$ cat config.mk
export PLATFORM = sky130hd
export DESIGN_NAME = serial_tx_sched_flat
export DESIGN_NICKNAME = d
export VERILOG_FILES = /design/src/rtl/serial_tx_pkg.sv /design/src/rtl/serial_tx_sched_if.sv /design/src/rtl/serial_tx_sched_slot_timer.sv /design/src/rtl/serial_tx_sched.sv /design/src/flat_wrapper.sv
export SDC_FILE = /design/constraint.sdc
export NUM_CORES = 1
export LEC_CHECK = 0
export CORE_MARGIN = 4
export CORE_UTILIZATION = 50
export CTS_BUF_LIST = sky130_fd_sc_hd__clkbuf_8
export CTS_CLUSTER_SIZE = 12
export DETAILED_ROUTE_END_ITERATION = 6
export GPL_TIMING_DRIVEN = 0
export HOLD_SLACK_MARGIN = 0.1
export PLACE_DENSITY = 0.85
export SETUP_SLACK_MARGIN = 0.2
export SLEW_MARGIN = 20
export SYNTH_ARGS = -nofsm -noshare
export SYNTH_HDL_FRONTEND = slang
export SYNTH_SLANG_ARGS = --single-unit
$ cat constraint.sdc
create_clock -name clk_32f -period 3.25 [get_ports clk_32f]
set_input_delay 0.325 -clock clk_32f [delete_from_list [all_inputs] [get_ports clk_32f]]
set_output_delay 0.325 -clock clk_32f [all_outputs]
set_load 0.01 [all_outputs]
$ cat src/rtl/serial_tx_pkg.sv
// serial_tx_pkg: shared symbols, slot length and FSM encoding for the serial transmit scheduler
package serial_tx_pkg;
    localparam logic [7:0] COM_SYM  = 8'hBC;
    localparam logic [7:0] IDLE_SYM = 8'h7C;
    localparam int SYNC_BYTES_DEF   = 4;
    localparam int SLOT_LEN         = 8;
    localparam int CNT_W            = $clog2(SLOT_LEN);
    typedef enum logic [1:0] {SYNC = 2'd0, IDLE = 2'd1, XFER = 2'd2} state_t;
endpackage

$ cat src/rtl/serial_tx_sched_if.sv
// serial_tx_sched_if: upstream byte handshake and serializer-facing outputs (tx_count only with SERIAL_TX_BYTE_CNT_EN)
interface serial_tx_sched_if;
    logic       active;
    logic [7:0] data_in;
    logic       valid_in;
    logic       ready;
    logic [7:0] data_out;
    logic       load;
    logic       IDL;
    logic [1:0] state_out;
`ifdef SERIAL_TX_BYTE_CNT_EN
    logic [15:0] tx_count;
`endif
    modport master (
        output active, data_in, valid_in,
        input  ready, data_out, load, IDL, state_out
`ifdef SERIAL_TX_BYTE_CNT_EN
        , tx_count
`endif
    );
    modport slave (
        input  active, data_in, valid_in,
        output ready, data_out, load, IDL, state_out
`ifdef SERIAL_TX_BYTE_CNT_EN
        , tx_count
`endif
    );
endinterface

$ cat src/rtl/serial_tx_sched_slot_timer.sv
// slot_timer: 8-cycle byte slot counter; load_phase is a flop so it stays low in the first slot after reset
module slot_timer
    import serial_tx_pkg::*;
(
    input  logic clk_32f,
    input  logic reset,
    output logic slot_edge,
    output logic load_phase
);
    logic [CNT_W-1:0] bit_cnt_q, bit_cnt_d;
    logic             load_phase_q, load_phase_d;

    assign slot_edge  = bit_cnt_q == CNT_W'(SLOT_LEN - 1);
    assign load_phase = load_phase_q;

    // free-running wrap counter; load follows the slot edge by one cycle
    always_comb begin
        bit_cnt_d    = bit_cnt_q + 1'b1;
        load_phase_d = slot_edge;
    end

    // slot state flops
    always_ff @(posedge clk_32f or posedge reset) begin
        if (reset) begin
            bit_cnt_q    <= '0;
            load_phase_q <= 1'b0;
        end else begin
            bit_cnt_q    <= bit_cnt_d;
            load_phase_q <= load_phase_d;
        end
    end
endmodule

$ cat src/rtl/serial_tx_sched.sv
// serial_tx_sched: per-slot COM/IDLE/data byte selection and upstream handshake; SERIAL_TX_BYTE_CNT_EN adds a saturating tx_count
module serial_tx_sched #(
    parameter logic [7:0] COM_SYM    = serial_tx_pkg::COM_SYM,
    parameter logic [7:0] IDLE_SYM   = serial_tx_pkg::IDLE_SYM,
    parameter int         SYNC_BYTES = serial_tx_pkg::SYNC_BYTES_DEF
) (
    input logic              clk_32f,
    input logic              reset,
    serial_tx_sched_if.slave bus
);
    import serial_tx_pkg::*;

    logic       slot_edge, load_phase, xfer, last_sync;
    state_t     state_q, state_d;
    logic [3:0] sync_cnt_q, sync_cnt_d;
    logic [7:0] data_q, data_d;
    logic       idl_q, idl_d;

    slot_timer u_slot_timer (
        .clk_32f   (clk_32f),
        .reset     (reset),
        .slot_edge (slot_edge),
        .load_phase(load_phase)
    );

    assign bus.ready     = slot_edge && (state_q == IDLE || state_q == XFER) && bus.active;
    assign xfer          = bus.ready && bus.valid_in;
    assign last_sync     = sync_cnt_q == 4'(SYNC_BYTES - 1);
    assign bus.data_out  = data_q;
    assign bus.load      = load_phase;
    assign bus.IDL       = idl_q;
    assign bus.state_out = state_q;

    // slot-edge decision: anything but an active IDLE/XFER (or finished SYNC) falls back to sending COM in SYNC
    always_comb begin
        state_d    = state_q;
        sync_cnt_d = sync_cnt_q;
        data_d     = data_q;
        idl_d      = idl_q;
        if (slot_edge) begin
            state_d    = SYNC;
            sync_cnt_d = '0;
            data_d     = COM_SYM;
            idl_d      = 1'b1;
            case (state_q)
                SYNC: if (bus.active) begin
                    state_d    = last_sync ? IDLE : SYNC;
                    sync_cnt_d = last_sync ? 4'd0 : sync_cnt_q + 4'd1;
                end
                IDLE, XFER: if (bus.active) begin
                    state_d = xfer ? XFER : IDLE;
                    data_d  = xfer ? bus.data_in : IDLE_SYM;
                    idl_d   = !xfer;
                end
                default: ;
            endcase
        end
    end

    // FSM and registered outputs
    always_ff @(posedge clk_32f or posedge reset) begin
        if (reset) begin
            state_q    <= SYNC;
            sync_cnt_q <= '0;
            data_q     <= 8'h00;
            idl_q      <= 1'b1;
        end else begin
            state_q    <= state_d;
            sync_cnt_q <= sync_cnt_d;
            data_q     <= data_d;
            idl_q      <= idl_d;
        end
    end

`ifdef SERIAL_TX_BYTE_CNT_EN
    logic [15:0] tx_count_q, tx_count_d;

    assign bus.tx_count = tx_count_q;

    // accepted-byte counter, saturating, cleared whenever the link falls back into SYNC
    always_comb begin
        tx_count_d = (slot_edge && state_d == SYNC && state_q != SYNC) ? 16'h0000 :
                     (xfer && tx_count_q != 16'hFFFF) ? tx_count_q + 16'd1 : tx_count_q;
    end

    // counter flop
    always_ff @(posedge clk_32f or posedge reset) begin
        if (reset) tx_count_q <= '0;
        else       tx_count_q <= tx_count_d;
    end
`endif
endmodule

$ cat src/flat_wrapper.sv
// flat-port wrapper written by rule: the top's interface ports become plain ports
module serial_tx_sched_flat import serial_tx_pkg::*;
#(
    parameter logic [7:0] COM_SYM    = serial_tx_pkg::COM_SYM,
    parameter logic [7:0] IDLE_SYM   = serial_tx_pkg::IDLE_SYM,
    parameter int         SYNC_BYTES = serial_tx_pkg::SYNC_BYTES_DEF
)
  (clk_32f, reset, bus_active, bus_data_in, bus_valid_in, bus_ready, bus_data_out, bus_load, bus_IDL, bus_state_out);
  serial_tx_sched_if bus_i ();
  input logic clk_32f;
  input logic reset;
  input wire logic [$bits(bus_i.active)-1:0] bus_active;
  input wire logic [$bits(bus_i.data_in)-1:0] bus_data_in;
  input wire logic [$bits(bus_i.valid_in)-1:0] bus_valid_in;
  output wire logic [$bits(bus_i.ready)-1:0] bus_ready;
  output wire logic [$bits(bus_i.data_out)-1:0] bus_data_out;
  output wire logic [$bits(bus_i.load)-1:0] bus_load;
  output wire logic [$bits(bus_i.IDL)-1:0] bus_IDL;
  output wire logic [$bits(bus_i.state_out)-1:0] bus_state_out;
  assign bus_i.active = bus_active;
  assign bus_i.data_in = bus_data_in;
  assign bus_i.valid_in = bus_valid_in;
  assign bus_ready = bus_i.ready;
  assign bus_data_out = bus_i.data_out;
  assign bus_load = bus_i.load;
  assign bus_IDL = bus_i.IDL;
  assign bus_state_out = bus_i.state_out;
  serial_tx_sched #(.COM_SYM(COM_SYM), .IDLE_SYM(IDLE_SYM), .SYNC_BYTES(SYNC_BYTES)) u_core (.clk_32f(clk_32f), .reset(reset), .bus(bus_i));
endmodule
Word-level counts from Yosys, hierarchy flattened:

Cells that the tools add are included.

* bits in registers: 19
* input port bits: 12
* output and inout bits: 13
* logic and storage cells: 32

* add/subtract/negate cells: 2
* equality and inequality tests: 4
* mux-type cells: 13
* reduce and logical (&&, ||, !) cells: 7

Operators by type and width (number)
* $mux 8: 3
* $mux 4: 3
* $mux 2: 3
* $add 4x1->4 const B: 1
* $eq 4x2->1 const B: 1
* $pmux 2 s2: 1
* $add 3x1->3 const B: 1
* $eq 3x3->1 const B: 1
* $logic_and 1x1->1: 3
* $mux 1: 3
* $eq 2x1->1 const B: 1
* $eq 2x2->1 const B: 1
* $logic_not 2->1: 1
* $reduce_or 2->1: 1
* $logic_not 1->1: 1
* $logic_or 1x1->1: 1

Depth between registers and ports, before layout:

* depth after elaboration: 8
* gate-level depth with buffers: 6

Modules after synthesis:

A second synthesis with hierarchy kept.

* cell total of the unflattened synthesis: 70
* area, all modules: 827.0 um^2

Modules (own cells, without submodules)
* serial_tx_sched: times used 1, cells an instance 62, area each 694.4 um^2
* slot_timer: times used 1, cells an instance 8, area each 132.6 um^2

Worst setup path before layout:

No wires, ideal clock.

* path type: register to register
* from: register u_core.u_slot_timer.bit_cnt_q[0]
* to: register u_core.data_q[0], in the netlist u_core.bus.data_out[0]
* setup time: 122 ps
* data arrival time: 1341 ps
* data required time: 3128 ps
* setup slack: 1787 ps
* stages on the path, launching flop included: 6
* buffers on the path: 1
* path through: dfrtp_1 -> ha_1 -> ha_1 -> and3_1 -> buf_4 -> a32o_1

* longest elaborated chain between the ends: 7

RTL lines
* from (decl): RTL line serial_tx_sched_slot_timer.sv:10 `logic [CNT_W-1:0] bit_cnt_q, bit_cnt_d;`
* from (signal assigned): RTL line serial_tx_sched_slot_timer.sv:28 `bit_cnt_q <= bit_cnt_d;`
* $eq 3x3->1: RTL line serial_tx_sched_slot_timer.sv:13 `assign slot_edge = bit_cnt_q == CNT_W'(SLOT_LEN - 1);`
* named net u_core.slot_edge: RTL line serial_tx_sched.sv:13 `logic slot_edge, load_phase, xfer, last_sync;`
* $logic_and 1x1->1 (2 in a row): RTL line serial_tx_sched.sv:26 `assign bus.ready = slot_edge && (state_q == IDLE || state_q == XFER) && bus.active;`
* named net bus_ready: RTL line flat_wrapper.sv:15 `output wire logic [$bits(bus_i.ready)-1:0] bus_ready;`
* $logic_and 1x1->1: RTL line serial_tx_sched.sv:27 `assign xfer = bus.ready && bus.valid_in;`
* $mux 8: RTL line serial_tx_sched.sv:52 `data_d = xfer ? bus.data_in : IDLE_SYM;`
* $mux 8: RTL line serial_tx_sched.sv:50 `IDLE, XFER: if (bus.active) begin`
* $mux 8: RTL line serial_tx_sched.sv:45 `case (state_q)`
* to (signal assigned): RTL line serial_tx_sched.sv:70 `data_q <= data_d;`
* to (decl): RTL line serial_tx_sched.sv:16 `logic [7:0] data_q, data_d;`

The timed path passes the listed nets, and every way through them passes these cells.
A chain may end at the register's enable or synchronous reset.

Final worst setup path:

* from: register u_core.u_slot_timer.bit_cnt_q[0]
* to: output bus_ready

* longest elaborated chain between the ends: 3

RTL lines (RTL line)
* $eq 3x3->1: serial_tx_sched_slot_timer.sv:13
* named net u_core.slot_edge: serial_tx_sched.sv:13
* $logic_and 1x1->1 (2 in a row): serial_tx_sched.sv:26
* to (decl): flat_wrapper.sv:15

The timed path passes the listed nets, and every way through them passes these cells.

==> summary.md <==
| Metric | Value |
|---|---|
| ANT cells | `0` |
| Final wirelength | `approximately 1600 um` |
| Power Total | `between 0.4 and 0.5 mW` |
| DP Area | `approximately 1100 um2` |
| Die Wd | `roughly 48 um` |
| Mapped Cells | `66` |
| Setup tns final | `0 ps` |
| Fin area | `roughly 1100 um2` |
| Ports | `25` |
| Fin. max-slew vios | `0` |
| Total Nets Final | `about 110` |
| Simple-gate area share of the yosys netlist | `0.0953` |
| Dominant cells by area after synthesis | `dfrtp_1, ha_1, o22a_1` |
| Worst-path cell chain | `ha_1 -> ha_1 -> and3_1 -> buf_4 -> clkdlybuf4s50_1` |
| # resized after CTS | `0` |
| FF-to-FF path depth | `5` |
| Min Hold Slack | `422 ps` |
| Crit share post-route | `0.701` |
| Startpoint types | `flip-flop` |
| Static Leakage | `roughly 0.49 nW` |
| Post-place setup slack | `~1200 ps` |
| Crit-path max FO | `8` |
| Sequential power share | `0.556` |
| Async SR Flop Fraction | `1.00` |
| Critical path endpoint category | `primary output` |
| Post-synth top area share | `0.563` |
| Post-DR wirelength/cell | `14.1 um` |
| Req. time, crit path | `slightly below 3000 ps` |
| Most frequent cell after synthesis | `dfrtp_1` |
| Crit path max-delay cell type | `clkdlybuf4s50_1` |
| Ys flop type | `dfrtp_1` |
| Worst IR drop on VDD | `0.238 mV` |
| Post-synthesis xor/xnor area fraction | `0` |
| Post-synth EDFFs | `0` |
| Grt ovf | `0` |
| Largest net degree at the start of global routing | `20` |
| HPWL after DPL | `1170 um` |
| WP data arrival | `1950 ps` |
| Slew HR | `0.524` |
| Syn nets | `between 80 and 90` |
| GRT Util Overall | `0.156` |
| Mux contribution to synthesized area | `0.0141` |
| I/O Buffers | `24` |
| Mean Syn Cell Area | `12.1 um2` |
| Int Power | `0.346 mW` |
| Remaining antenna violation count | `0` |
| Postcts setup bufs | `0` |
| Clock transition at the registers of the reported paths | `~70 ps` |
| CP top delay family | `buffers and inverters` |
| Logic pwr share | `0.079` |
| Largest family of logic cells by synthesized area | `compound AO/OA/AOI/OAI gates` |
| Hold EP | `u_core.u_slot_timer.bit_cnt_q[0]` |
| Clock buffer depth | `2` |
| Cts bufs inserted | `3` |
| Most area-hungry cell type in the Yosys netlist | `dfrtp_1` |
| Slowest stage delay, CP | `roughly 550 ps` |
| Setup CP Type | `reg -> out` |
| Die ar. | `roughly 2300 um2` |
| Initial Utilization | `0.532` |
| Reg2reg end | `u_core.bus.data_out[0]` |
| Switching share of power | `0.211` |
| First-pass iteration count of the detailed router | `4` |
| Clock sink total | `19` |
| RSZ-0062 raised after global routing | `no` |
| Yosys warnings | `0` |
| Worst slew pin tran | `714 ps` |
| Hold Startpoint | `u_core.u_slot_timer.bit_cnt_q[0]` |
| Critical Path Most Common Cell | `ha_1` |
| Via count | `~600` |
| Dpl cells | `between 100 and 150` |
| List of most frequent post-synthesis cells | `dfrtp_1, inv_1, ha_1` |
| Share of layout cells above drive strength 1 | `0.0957` |
| HP Class | `reg -> reg` |
| Part of the power in the clock network | `0.365` |
| First-pass GRT wire length | `about 2500 um` |
| Worst-Skew Late Latency | `250 ps` |
| Adder-Cell Fraction of Synth Area | `0.0781` |
| Vias per cell | `about 5.4` |
| CTS H-tree depth | `1` |
| Fmax | `approximately 440 MHz` |
| Max Cap Viol | `0` |
| Net Sw Power | `about 0.092 mW` |
| Complex-gate fraction of the synthesized area | `0.164` |
| Row cnt | `14` |
| Run status | `finished, final reports clean` |
| Post-layout util | `0.735` |
| Hold Fails Final Rpt | `0` |
| Final-report setup violation count | `0` |
| RR Startpoint | `u_core.u_slot_timer.bit_cnt_q[0]` |
| Core area | `approximately 1500 um2` |
| Vias in the first global route | `about 570` |
| Hold_buf cts | `0` |
| Setup Skew | `3.06 ps` |
| P&R area growth vs syn | `38.3%` |
| Post-route setup slack | `around 970 ps` |
| CTS root buf | `clkbuf_8` |
| Gpl congestion | `approximately 0.68` |
| Min Tclk post-route | `2280 ps` |
| PD cells | `roughly 400 nW/um2` |
| Die H | `roughly 48 um` |
| DRT iter0 DRCs | `19` |
| Final cell count without fillers | `between 100 and 150` |
| R2r setup slk | `~1700 ps` |
| Register bit total from synthesis | `19` |
| Buffers & Inverters on Critical Path | `2` |
| Cells on Worst Hold Path | `1` |
| Netlist Area Pre-Place | `801 um2` |
| TritonCTS clock tree | `done` |
| Yosys cell types | `25` |
| Seq/Total Area, Yosys | `0.595` |
| Antenna violations before repair | `0` |
| DR DRC count | `0` |
[worst max path at each step]
| stage | start | to | slack (ps) | cells past startpoint |
|---|---|---|---|---|
| 5_1_grt | u_core.u_slot_timer.bit_cnt_q[0] | bus_ready | 830 | 5 |
| 6_report | u_core.u_slot_timer.bit_cnt_q[0] | bus_ready | 970 | 5 |
| 4_1_cts | u_core.u_slot_timer.bit_cnt_q[0] | bus_ready | 960 | 5 |
| 3_3_place_gp | bus_active | bus_ready | 1190 | 4 |
| 2_1_floorplan | u_core.u_slot_timer.bit_cnt_q[0] | u_core.bus.data_out[0] | 1790 | 5 |
| 3_5_place_dp | bus_active | bus_ready | 1180 | 4 |
[logic make-up after synthesis]
family | count (synthesis)
flops | 19
mux | 1
buf+inv | 10
fa+ha+maj | 5
simple gates | 13
compound gates | 18
[registers in the layout, indices dropped and copies added, names as in the netlist]
name / flops
u_core.bus.IDL: 1
u_core.bus.data_out: 8
u_core.bus.state_out: 2
u_core.sync_cnt_q: 4
u_core.u_slot_timer.bit_cnt_q: 3
u_core.u_slot_timer.load_phase: 1
[power by group through the flow]
stage,sequential (mW),combinational (mW),clock [mW]
3_5_place_dp,0.248,0.0347,0
2_1_floorplan,0.248,0.0129,0
3_3_place_gp,0.248,0.0335,0
6_report,0.244,0.0346,0.160
4_1_cts,0.244,0.0350,0.166
5_1_grt,0.244,0.0382,0.176
[routing by layer]
layer | vias to the layer above | wire length, um | share of wire | global-route usage
met4 | 0 | 16 | 0.010 | 0.0538
met1 | 282 | 689 | 0.44 | 0.201
met5 | - | 0 | 0 | 0
li1 | 289 | - | - | -
met2 | 22 | 767 | 0.49 | 0.237
met3 | 2 | 78 | 0.050 | 0.0602
[worst register-to-register path: stages (launching register included)]
cell and delay [ps]:
dfrtp_1 380, ha_1 190, ha_1 280, and3_1 190, buf_4 160, a32o_1 250
[layout by cell type (no fill, tap or decap), types with 2 or more instances in the layout]
master | synthesis | routed
ha_1 | 5 | 5
o22a_1 | 4 | 4
nand2_1 | 3 | 3
nand3_1 | 2 | 2
o2bb2ai_1 | 2 | 2
dfrtp_1 | 18 | 18
clkdlybuf4s50_1 | 0 | 24
a32o_1 | 2 | 2
o21ai_0 | 4 | 4
o22ai_1 | 2 | 2
inv_1 | 8 | 8
nand3b_1 | 2 | 2
clkbuf_8 | 0 | 3
[area by class of cell]
cell class | count | area (um2)
Buffer | 2 | 12.5
Clock buffer | 3 | 41.3
Clock inverter | 1 | 5.00
Fill cell | 111 | 399
Inverter | 8 | 30.0
Multi-Input combinational cell | 37 | 282
Sequential cell | 19 | 477
Tap cell | 16 | 20.0
Timing Repair Buffer | 24 | 240
(Power assumes the default switching activity.)
